### config.mk
export PLATFORM = sky130hd
export DESIGN_NAME = controle_acesso_memoria
export DESIGN_NICKNAME = d
export VERILOG_FILES = /design/src/rtl/controle_acesso_memoria.sv
export SDC_FILE = /design/constraint.sdc
export NUM_CORES = 1
export LEC_CHECK = 0
export BUFFER_PORTS_ARGS = -buffer_cell sky130_fd_sc_hd__buf_2
export CAP_MARGIN = 10
export CORE_ASPECT_RATIO = 1.2
export CORE_MARGIN = 5
export CORE_UTILIZATION = 40
export DETAILED_ROUTE_END_ITERATION = 16
export GPL_ROUTABILITY_DRIVEN = 0
export PLACE_DENSITY = 0.77
export SKIP_CTS_REPAIR_TIMING = 1
export SLEW_MARGIN = 10
export SYNTH_ARGS = -nofsm -noshare
export SYNTH_HDL_FRONTEND = slang
export SYNTH_SLANG_ARGS = --single-unit
### constraint.sdc
create_clock -name Clock -period 1.3 [get_ports Clock]
set_clock_uncertainty 0.05 [all_clocks]
set_input_delay 0.26 -clock Clock [delete_from_list [all_inputs] [get_ports Clock]]
set_output_delay 0.26 -clock Clock [all_outputs]
set_load 0.03 [all_outputs]
### src/rtl/controle_acesso_memoria.sv
// controle_acesso_memoria: single-outstanding load/store sequencer between a
// datapath request/response handshake and a simple synchronous data memory.
// Each access costs one ACESSO cycle (memory strobe) and one RESPOSTA cycle
// (result presented). Back-to-back requests are accepted in RESPOSTA, which
// gives one access every two cycles.
module controle_acesso_memoria (
    input  logic       Clock,
    input  logic       Reset,
    input  logic       ReqValido,
    output logic       ReqPronto,
    input  logic       ReqEsc,
    input  logic [7:0] ReqEndereco,
    input  logic [7:0] ReqDado,
    output logic       RespValida,
    input  logic       RespPronto,
    output logic [7:0] RespDado,
    output logic [7:0] Endereco,
    output logic [7:0] DadoEscritoMem,
    output logic       EscMem,
    output logic       LerMem,
    input  logic [7:0] DadoLido,
    output logic [7:0] ContAcessos
);

    typedef enum logic [1:0] {
        OCIOSO   = 2'd0,
        ACESSO   = 2'd1,
        RESPOSTA = 2'd2
    } estado_t;

    estado_t    estado_q, estado_d;
    logic       esc_q, esc_d;
    logic [7:0] end_q, end_d;
    logic [7:0] dado_q, dado_d;
    logic [7:0] resp_q, resp_d;
    logic [7:0] cont_q, cont_d;
    logic       aceita;

    // Request handshake: ready when idle, or when the pending response is
    // being consumed this cycle so a new request can follow immediately.
    always_comb begin
        ReqPronto = (estado_q == OCIOSO) || ((estado_q == RESPOSTA) && RespPronto);
        aceita    = ReqValido && ReqPronto;
    end

    // Next-state logic
    always_comb begin
        estado_d = estado_q;
        case (estado_q)
            OCIOSO:   if (aceita) estado_d = ACESSO;
            ACESSO:   estado_d = RESPOSTA;
            RESPOSTA: if (RespPronto) estado_d = aceita ? ACESSO : OCIOSO;
            default:  estado_d = OCIOSO;
        endcase
    end

    // Memory strobes and response valid are pure functions of the state
    always_comb begin
        EscMem     = (estado_q == ACESSO) && esc_q;
        LerMem     = (estado_q == ACESSO) && !esc_q;
        RespValida = (estado_q == RESPOSTA);
    end

    assign Endereco       = end_q;
    assign DadoEscritoMem = dado_q;
    assign RespDado       = resp_q;
    assign ContAcessos    = cont_q;

    // Request latch on acceptance; result capture and access count on ACESSO exit
    always_comb begin
        esc_d  = esc_q;
        end_d  = end_q;
        dado_d = dado_q;
        resp_d = resp_q;
        cont_d = cont_q;
        if (aceita) begin
            esc_d  = ReqEsc;
            end_d  = ReqEndereco;
            dado_d = ReqDado;
        end
        if (estado_q == ACESSO) begin
            // stores echo the written byte; loads take what the memory
            // produced on the falling edge of this cycle
            resp_d = esc_q ? dado_q : DadoLido;
            cont_d = cont_q + 8'd1;
        end
    end

    // State and datapath registers; reset wins over everything
    always_ff @(posedge Clock) begin
        if (Reset) begin
            estado_q <= OCIOSO;
            esc_q    <= 1'b0;
            end_q    <= 8'h00;
            dado_q   <= 8'h00;
            resp_q   <= 8'h00;
            cont_q   <= 8'h00;
        end else begin
            estado_q <= estado_d;
            esc_q    <= esc_d;
            end_q    <= end_d;
            dado_q   <= dado_d;
            resp_q   <= resp_d;
            cont_q   <= cont_d;
        end
    end

endmodule

==> results of run 1 <==
[cells by family (layout without fill, tap and decap cells)]
family	count (synthesis)	in the layout	synth area share [%]
xor+xnor	2	2	1.091
mux	9	9	5.686
simple gates	51	51	22.04
buf+inv	21	107	6.386
fa+ha+maj	1	1	0.7787
compound gates	52	52	20.41
flops	35	35	43.61
[power by group through the flow]
stage	logic [W]	clock network [W]	registers, W
2_1_floorplan	0.000212	0	0.00130
3_3_place_gp	0.000478	0	0.00119
3_5_place_dp	0.000482	0	0.00120
4_1_cts	0.000482	0.000786	0.00117
5_1_grt	0.000637	0.000837	0.00118
6_report	0.000595	0.000758	0.00117
[stage by stage]
| step | hold WS, ps | cell area (µm²) | setup WS, ps | total power (W) | utilization (%) |
|---|---|---|---|---|---|
| after floorplan | 384.3 | 1644 | -37.16 | 0.001508 | - |
| after CTS | 187.8 | 2193 | -327.9 | 0.002439 | 56.10 |
| after global routing | 215.2 | 2527 | -276.4 | 0.002655 | 64.64 |
| after global placement | 406.3 | 2110 | -16.33 | 0.001672 | 53.95 |
| final | 200.9 | 2527 | -227.8 | 0.002525 | 64.64 |
| after detailed placement | 413.3 | 2110 | -35.47 | 0.001678 | 53.95 |
[final timing paths]
| kind | startpoint | end | slack [ps] | depth (start not counted) |
|---|---|---|---|---|
| worst min register to register | Endereco[0]$_SDFFE_PP0P_ | Endereco[0]$_SDFFE_PP0P_ | 420 | 2 |
| worst min-delay path | Reset | ContAcessos[6]$_SDFFE_PP0N_ | 200 | 2 |
| worst max-delay path | estado_q[0]$_SDFFE_PP0P_ | EscMem | -230 | 4 |
| worst max register to register | estado_q[1]$_SDFFE_PP0P_ | esc_q$_SDFFE_PP0P_ | -180 | 5 |
[layout by cell type, fill, tap and decap left out, types with 2 or more instances in the layout]
cell type	instances
a211oi_1	8
a21oi_1	14
a21oi_2	9
buf_12	4
buf_2	60
buf_4	17
buf_6	12
clkbuf_16	3
clkbuf_8	5
clkinv_2	3
dfxtp_1	28
dfxtp_2	5
dfxtp_4	2
mux2i_1	8
nand2_1	3
nand3_1	2
nand4_1	2
nor2_1	11
nor2_4	2
nor2b_1	2
nor2b_4	2
o31ai_1	18
or4_1	2
or4b_1	10
or4b_4	7
xnor2_1	2
[critical path, cell delays in order, from the launching register on]
cell and delay (ps):
dfxtp_4 380, nor2b_1 140, buf_4 140, and2_4 140
buf_6 120
[routing by layer]
layer / GRT usage, % / wire length (µm) / part of all wire [%] / vias up
met5: 0 / 0 / 0 / -
met4: 5.964 / 42 / 0.91 / 0
met3: 4.366 / 226 / 4.9 / 5
met2: 25.90 / 2524 / 55 / 46
met1: 18.25 / 1801 / 39 / 748
li1: - / - / - / 814
[layout make-up]
class	count	area, µm²	area share (%)
repair buffers	97	745.7	29.50
clock buffers	5	68.82	2.723
flip-flops and latches	35	714.4	28.27
multi-input cells	115	908.4	35.94
clock inverters	3	15.01	0.5941
inverters	2	7.507	0.2970
well taps	54	67.56	2.673
[registers in the layout, indices dropped and copies added, names as in the netlist]
name / flops
esc_q: 1
estado_q: 2
Endereco: 8
DadoEscritoMem: 8
ContAcessos: 8
RespDado: 8
==> out/qor.csv, run 1 <==
stage,metric,value,unit
worst_hold_path,hp-class,primary input to flop,
logic_synthesis,synth_cell_types,28,
logic_synthesis,synth_flop_cell,dfxtp_1,
global_routing,grt_pass1_vias,1428,
layout,n_fill_cell,327,
logic_synthesis,yosysTopAreaCellShare,43.61,%
run_status,status,"complete, but fails checks",
clock_tree,clk-insertion-delay-late,280,ps
setup_path,arrival,1220,ps
logic_synthesis,synth_warnings,0,
layout,nets,286,
sta,finalSetupViolCount,25,
logic_synthesis,yosysMostFrequentCell,dfxtp_1,
logic_synthesis,syn_inst,171,
sta,fin_tns_setup,-3161,ps
global_routing,grt_pass1_wl,6417,µm
global_routing,antenna_found_initial,0,
power_and_ir_drop,p_per_area,999.2,nW/µm²
clock_tree,clkTransAtPathRegs,70,ps
routing,routed_wl,4595,µm
logic_synthesis,avgSynthCellArea,9.395,µm²
clock_tree,cts_max_path_buffers,2,
routing,drcViolationCount,0,
routing,wl_per_cell,14.77,µm
layout,area_growth,57.32,%
logic_synthesis,synth_top_area_cell,dfxtp_1,
floorplan,core_area,3910,µm²
sta,period_share,117.5,%
sta,period_needed,1528,ps
power_and_ir_drop,leakagePower,1.103,nW
logic_synthesis,synth_area_leaders,"dfxtp_1, or4b_1, o31ai_1, a21oi_1, mux2i_1",
logic_synthesis,ys_seq_area_share,43.61,%
place,place_inst,289,
clock_tree,cts-root-buf,clkbuf_8,
place,portBuffers,64,
layout,drive_above_1_share,54.09,%
power_and_ir_drop,p_int,0.001774,W
power_and_ir_drop,pwr-share-seq,46.4,%
floorplan,fp-row-count,25,
sta,relSlewSlack,71.33,%
logic_synthesis,synthTopCellsByCount,"dfxtp_1, a21oi_1, o31ai_1",
routing,dr.pass1.iters,4,
global_routing,grt_use_total,15.43,%
power_and_ir_drop,net-switching-power,0.0007512,W
floorplan,io_pins,65,
sta,fin_ws,-227.8,ps
floorplan,dieHeight,79.42,µm
floorplan,die-area,5389,µm²
logic_synthesis,synth_nets,201,
setup_path,start_kind,flop,
clock_tree,clock-sinks,35,
floorplan,fp.dieW,67.85,µm
flow_run,maxCapViolations,0,
sta,worst_pin_slew,429.5,ps
sta,rsz0062_at_grt,yes,
routing,vias,1613,
power_and_ir_drop,p_comb_share,23.6,%
setup_path,crit_path_end_kind,output pin,
power_and_ir_drop,vdd_drop_max,0.0006879,V
power_and_ir_drop,sw_frac_of_total,29.74,%
clock_tree,cts_tree,done,
logic_synthesis,syn_area,1607,µm²
routing,drtIter0Drc,62,
routing,via_per_inst,5.186,
routing,ant_nets,0,
floorplan,start_util,41.09,%
sta,maxSlewViolCount,0,
layout,diodes,0,
run_status,violations,negative setup slack,
power_and_ir_drop,p_clk_share,30.0,%
setup_path,path_class,flop to output pin,
logic_synthesis,synth_edf_count,0,
logic_synthesis,ys_async_sr_fraction,0,%
clock_tree,cts-buffers-inserted,5,
place,hpwl,2940,µm
setup_path,crit_fanout,4,
sta,finalHoldViolations,0,
layout,fin_cells,311,
sta,max_freq,0.6545,GHz
logic_synthesis,ys_ff_latch,35,
global_routing,grt_max_degree,37,
global_routing,grt_overflow,0,
clock_tree,htreeDepth,2,
setup_path,required,990,ps
Note: power is estimated with default switching activity, not from simulation.
==> run 2, diff against run 1 <==
Settings changed: PLACE_DENSITY 0.77 to 0.75.
==> run 2 against run 1 <==
  * Via count down 5.3%
  * Core utilization down 4.1 points
  * Highest routed layer unchanged
  * Sequential power about the same
  * Clock power up 15%
  * Clock-buffer cell count up 3
  * Setup slack better by 48 ps
  * Power up 1.4%
  * The flow still finishes with violations (negative setup slack)
  * Combinational power down 13%
  * First-iteration DRC count up 45%
  * Largest power group unchanged
  * Cell count down 3.9%
==> out/qor.csv, run 2 (synthesized netlist as in run 1, its figures left out) <==
stage,metric,value,unit
place,post-place-ws,-85.11,ps
global_routing,grt_pass1_wl,6389,µm
setup_path,arrival,1660,ps
floorplan,io_pins,65,
routing,via_per_inst,5.107,
clock_tree,clock-sinks,35,
layout,drive_above_1_share,52.65,%
routing,routed_wl,4180,µm
routing,ant_nets,0,
setup_path,required,1480,ps
sta,period_share,113.8,%
setup_path,crit_slowest_cell,or4b_4,
routing,dr.pass1.iters,5,
place,hpwl,2939,µm
setup_path,slowest_delay,470,ps
setup_path,reg2reg_to,Endereco[3]$_SDFFE_PP0P_,
setup_path,start_kind,flop,
place,place_inst,285,
layout,final_common_cell,buf_2,
setup_path,critPathLaunch,estado_q[1]$_SDFFE_PP0P_,
floorplan,start_util,41.09,%
sta,fin_ws,-179.3,ps
global_routing,grt_pass1_vias,1417,
global_routing,grt_use_total,15.61,%
setup_path,critPathCapture,Endereco[3]$_SDFFE_PP0P_,
sta,finalHoldViolations,0,
clock_tree,cts-root-buf,clkbuf_8,
floorplan,die-area,5389,µm²
routing,drcViolationCount,0,
global_routing,grt_overflow,0,
global_routing,antenna_found_initial,0,
global_routing,grt_max_degree,37,
clock_tree,clk-insertion-delay-late,290,ps
run_status,violations,negative setup slack,
power_and_ir_drop,vdd_drop_max,0.0005771,V
sta,rsz0062_at_grt,yes,
layout,final_cell_mix,"buf_2, dfxtp_1, o31ai_1",
floorplan,dieHeight,79.42,µm
setup_path,crit_path_end_kind,flop,
setup_path,path_class,flop to flop,
clock_tree,cts_tree,done,
floorplan,core_area,3910,µm²
routing,vias,1527,
layout,nets,274,
clock_tree,htreeDepth,2,
setup_path,rrSetupSlack,-180,ps
flow_run,maxCapViolations,0,
clock_tree,clkTransAtPathRegs,70,ps
setup_path,rr_startpoint,estado_q[1]$_SDFFE_PP0P_,
sta,max_freq,0.6760,GHz
power_and_ir_drop,p_per_area,1082,nW/µm²
clock_tree,cts-buffers-inserted,5,
setup_path,crit_fanout,9,
place,portBuffers,64,
routing,drtIter0Drc,90,
power_and_ir_drop,leakagePower,1.017,nW
setup_path,crit_chain,nor2b_4 -> buf_12 -> buf_4 -> or4b_4 -> a21oi_2,
clock_tree,cts_max_path_buffers,2,
layout,diodes,0,
sta,period_needed,1479,ps
sta,worst_pin_slew,443.6,ps
sta,relSlewSlack,70.38,%
layout,area_growth,47.35,%
floorplan,fp-row-count,25,
sta,maxSlewViolCount,0,
run_status,status,"complete, but fails checks",
setup_path,reg2reg_depth,5,
layout,fin_cells,299,
sta,finalSetupViolCount,22,
routing,wl_per_cell,13.98,µm
worst_hold_path,hp-class,primary input to flop,
floorplan,fp.dieW,67.85,µm
==> run 2: changes by cell type in the layout (fill, tap and decap cells not counted), sizes merged <==
cell / previous run / this run
clkinv: 3 / 0
buf: 94 / 85
==> run 2: cell type report <==
cell class                      instances  area (µm²)
Clock buffer                            8       100.1
Inverter                                2       7.507
Timing Repair Buffer                   85       548.0
Fill cell                             366        1543
Multi-Input combinational cell        115       919.6
Tap cell                               54       67.56
Sequential cell                        35       724.4
==> run 2: metrics by stage <==
step                hold slack [ps]  power [W]  cell area, µm²  util (%)  TNS, ps
detailed placement            407.7   0.001674            2079     53.18   -377.0
global placement              404.1   0.001665            2079     53.18   -52.51
global route                  192.8   0.002680            2367     60.54    -3565
finish                        180.8   0.002561            2367     60.54    -2655
CTS                           183.6   0.002547            2180     55.74    -1848
floorplan                     384.3   0.001508            1644         -   -444.3
==> run 2: worst min-delay path by stage <==
stage          slack [ps]                          end  depth (start not counted)                      from
2_1_floorplan         380     estado_q[1]$_SDFFE_PP0P_                          2                RespPronto
3_3_place_gp          400     Endereco[6]$_SDFFE_PP0P_                          2  Endereco[6]$_SDFFE_PP0P_
3_5_place_dp          410     Endereco[5]$_SDFFE_PP0P_                          2  Endereco[5]$_SDFFE_PP0P_
4_1_cts               180  ContAcessos[6]$_SDFFE_PP0N_                          2                     Reset
5_1_grt               190  ContAcessos[6]$_SDFFE_PP0N_                          2                     Reset
6_report              180  ContAcessos[6]$_SDFFE_PP0N_                          2                     Reset
==> run 2: critical path: cells and delay by family (launching register included) <==
family	cells	cell delay [ps]
AOI/OAI and AO/OA	1	130
buffers and inverters	2	260
DFF	1	360
and+or+nand+nor	2	610
==> run 2: routing by layer <==
metal | GRT usage [%] | up-vias | part of all wire (%)
met2 | 25.90 | 37 | 50
li1 | - | 786 | -
met5 | 0 | - | 0
met3 | 3.803 | 7 | 5.5
met4 | 7.157 | 0 | 2.0
met1 | 18.60 | 697 | 43
==> run 2: where the power goes <==
group | internal [W] | leakage, nW | total (W) | switching, W
Clock | 0.000484 | 0.0515 | 0.000870 | 0.000386
Sequential | 0.00113 | 0.292 | 0.00117 | 0.0000455
Combinational | 0.000223 | 0.673 | 0.000520 | 0.000296
Total | 0.00183 | 1.02 | 0.00256 | 0.000728
==> run 3, diff against run 2 <==
--- a/config.mk
+++ b/config.mk
@@ -16,2 +16,3 @@
 export SKIP_CTS_REPAIR_TIMING = 1
+export SKIP_LAST_GASP = 1
 export SLEW_MARGIN = 10
==> constraint.sdc (replaced) <==
create_clock -name Clock -period 1.3 [get_ports Clock]
set_clock_uncertainty 0.05 [all_clocks]
set_input_delay 0.065 -clock Clock [delete_from_list [all_inputs] [get_ports Clock]]
set_output_delay 0.065 -clock Clock [all_outputs]
set_load 0.03 [all_outputs]
==> run 3 against run 2 <==
  * The run still ends with negative setup slack left
  * Die area did not move
  * Fmax up 1.2%
  * Cell count grew 1.0%
  * Critical endpoint is now DadoEscritoMem[3]$_SDFFE_PP0P_
  * Design area up 0.58%
  * Clock-buffer cell count did not move
  * Sequential share of layout area decreased by 0.60 points
  * Flip-flop and latch count did not move
  * Register-to-register slack better by 20 ps
==> out/qor.csv, run 3 (synthesized netlist as in run 1, its figures left out) <==
stage,metric,value,unit
clock_tree,clkTransAtPathRegs,70,ps
setup_path,required,1460,ps
flow_run,maxCapViolations,0,
layout,drive_above_1_share,50.00,%
setup_path,crit_fanout,15,
clock_tree,clock-sinks,35,
sta,relSlewSlack,61.30,%
setup_path,crit_path_end_kind,flop,
setup_path,path_class,flop to flop,
power_and_ir_drop,p_per_area,1072,nW/µm²
setup_path,reg2reg_to,DadoEscritoMem[3]$_SDFFE_PP0P_,
clock_tree,clk-insertion-delay-late,280,ps
floorplan,fp-row-count,25,
layout,fin_util,60.90,%
layout,fin_cells,302,
floorplan,die-area,5389,µm²
layout,area_growth,48.21,%
setup_path,start_kind,flop,
sta,period_needed,1462,ps
global_routing,grt_max_degree,34,
routing,drcViolationCount,0,
routing,wl_per_cell,13.89,µm
place,place_inst,285,
floorplan,dieHeight,79.42,µm
floorplan,fp.dieW,67.85,µm
sta,finalHoldViolations,0,
worst_hold_path,min_from,RespPronto,
layout,multi_input_area,903.4,µm²
global_routing,grt_pass1_wl,5940,µm
clock_tree,htreeDepth,2,
sta,period_share,112.5,%
global_routing,grt_use_total,14.45,%
setup_path,arrival,1620,ps
setup_path,rrSetupSlack,-160,ps
global_routing,grt_overflow,0,
layout,diodes,0,
routing,routed_wl,4196,µm
run_status,violations,negative setup slack,
power_and_ir_drop,leakagePower,1.011,nW
layout,nets,277,
routing,drtIter0Drc,78,
sta,fin_ws,-162.2,ps
routing,via_per_inst,5.139,
layout,seq_area,714.4,µm²
clock_tree,cts_max_path_buffers,2,
clock_tree,cts-root-buf,clkbuf_8,
setup_path,critPathLaunch,estado_q[1]$_SDFFE_PP0P_,
global_routing,grt_pass1_vias,1341,
place,portBuffers,64,
floorplan,io_pins,65,
sta,fin_tns_setup,-1966,ps
routing,dr.pass1.iters,4,
floorplan,start_util,41.09,%
routing,ant_nets,0,
routing,vias,1552,
sta,rsz0062_at_grt,yes,
setup_path,reg2reg_depth,4,
setup_path,rr_startpoint,estado_q[1]$_SDFFE_PP0P_,
layout,n_fill_cell,348,
place,hpwl,2850,µm
power_and_ir_drop,vdd_drop_max,0.0006606,V
floorplan,core_area,3910,µm²
clock_tree,cts_tree,done,
worst_hold_path,hp-class,primary input to flop,
global_routing,antenna_found_initial,0,
power_and_ir_drop,fin_total_pwr,0.002552,W
sta,finalSetupViolCount,22,
layout,final_cell_mix,"buf_2, dfxtp_1, buf_4",
worst_hold_path,hold_depth,3,
layout,final_common_cell,buf_2,
sta,max_freq,0.6839,GHz
clock_tree,cts-buffers-inserted,5,
sta,worst_pin_slew,579.7,ps
sta,maxSlewViolCount,0,
worst_hold_path,hold_path_end,estado_q[1]$_SDFFE_PP0P_,
run_status,status,"complete, but fails checks",
[run 3: routing by layer]
metal | vias up | track usage [%] | share of wire (%)
met5 | - | 0 | 0
met4 | 0 | 7.555 | 1.9
li1 | 795 | - | -
met2 | 42 | 23.76 | 51
met3 | 6 | 3.521 | 5.2
met1 | 709 | 17.00 | 42
[run 3: worst max path at each step]
stage / endpoint / depth (start not counted)
5_1_grt: DadoEscritoMem[3]$_SDFFE_PP0P_ / 4
2_1_floorplan: Endereco[3]$_SDFFE_PP0P_ / 5
3_3_place_gp: ContAcessos[7]$_SDFFE_PP0N_ / 3
3_5_place_dp: ContAcessos[7]$_SDFFE_PP0N_ / 3
4_1_cts: EscMem / 4
6_report: DadoEscritoMem[3]$_SDFFE_PP0P_ / 4
[run 3: area by class of cell]
class                   count  share of cell area (%)
inverters                   2                  0.3153
flip-flops and latches     35                   30.01
repair buffers             88                   24.70
clock buffers               8                   4.204
multi-input cells         115                   37.94
well taps                  54                   2.838
[run 3: critical path, cell delays in order (launching register included)]
cell	delay, ps
dfxtp_4	370
nor2b_4	150
clkbuf_16	170
or4b_1	490
a21oi_1	160
[run 3: through the flow]
| stage | area (µm²) | setup WS [ps] | hold WS (ps) |
|---|---|---|---|
| after floorplan | 1623 | -42.51 | 196.8 |
| after global placement | 2047 | -24.77 | 291.6 |
| after detailed placement | 2047 | -55.15 | 293.5 |
| after CTS | 2147 | -325.7 | -8.142 |
| after global routing | 2381 | -196.1 | 52.69 |
| final | 2381 | -162.2 | 41.74 |
[run 3: power by group]
part | switching (W) | internal, W
clock network | 0.000365 | 0.000483
registers | 0.0000443 | 0.00113
logic | 0.000302 | 0.000227
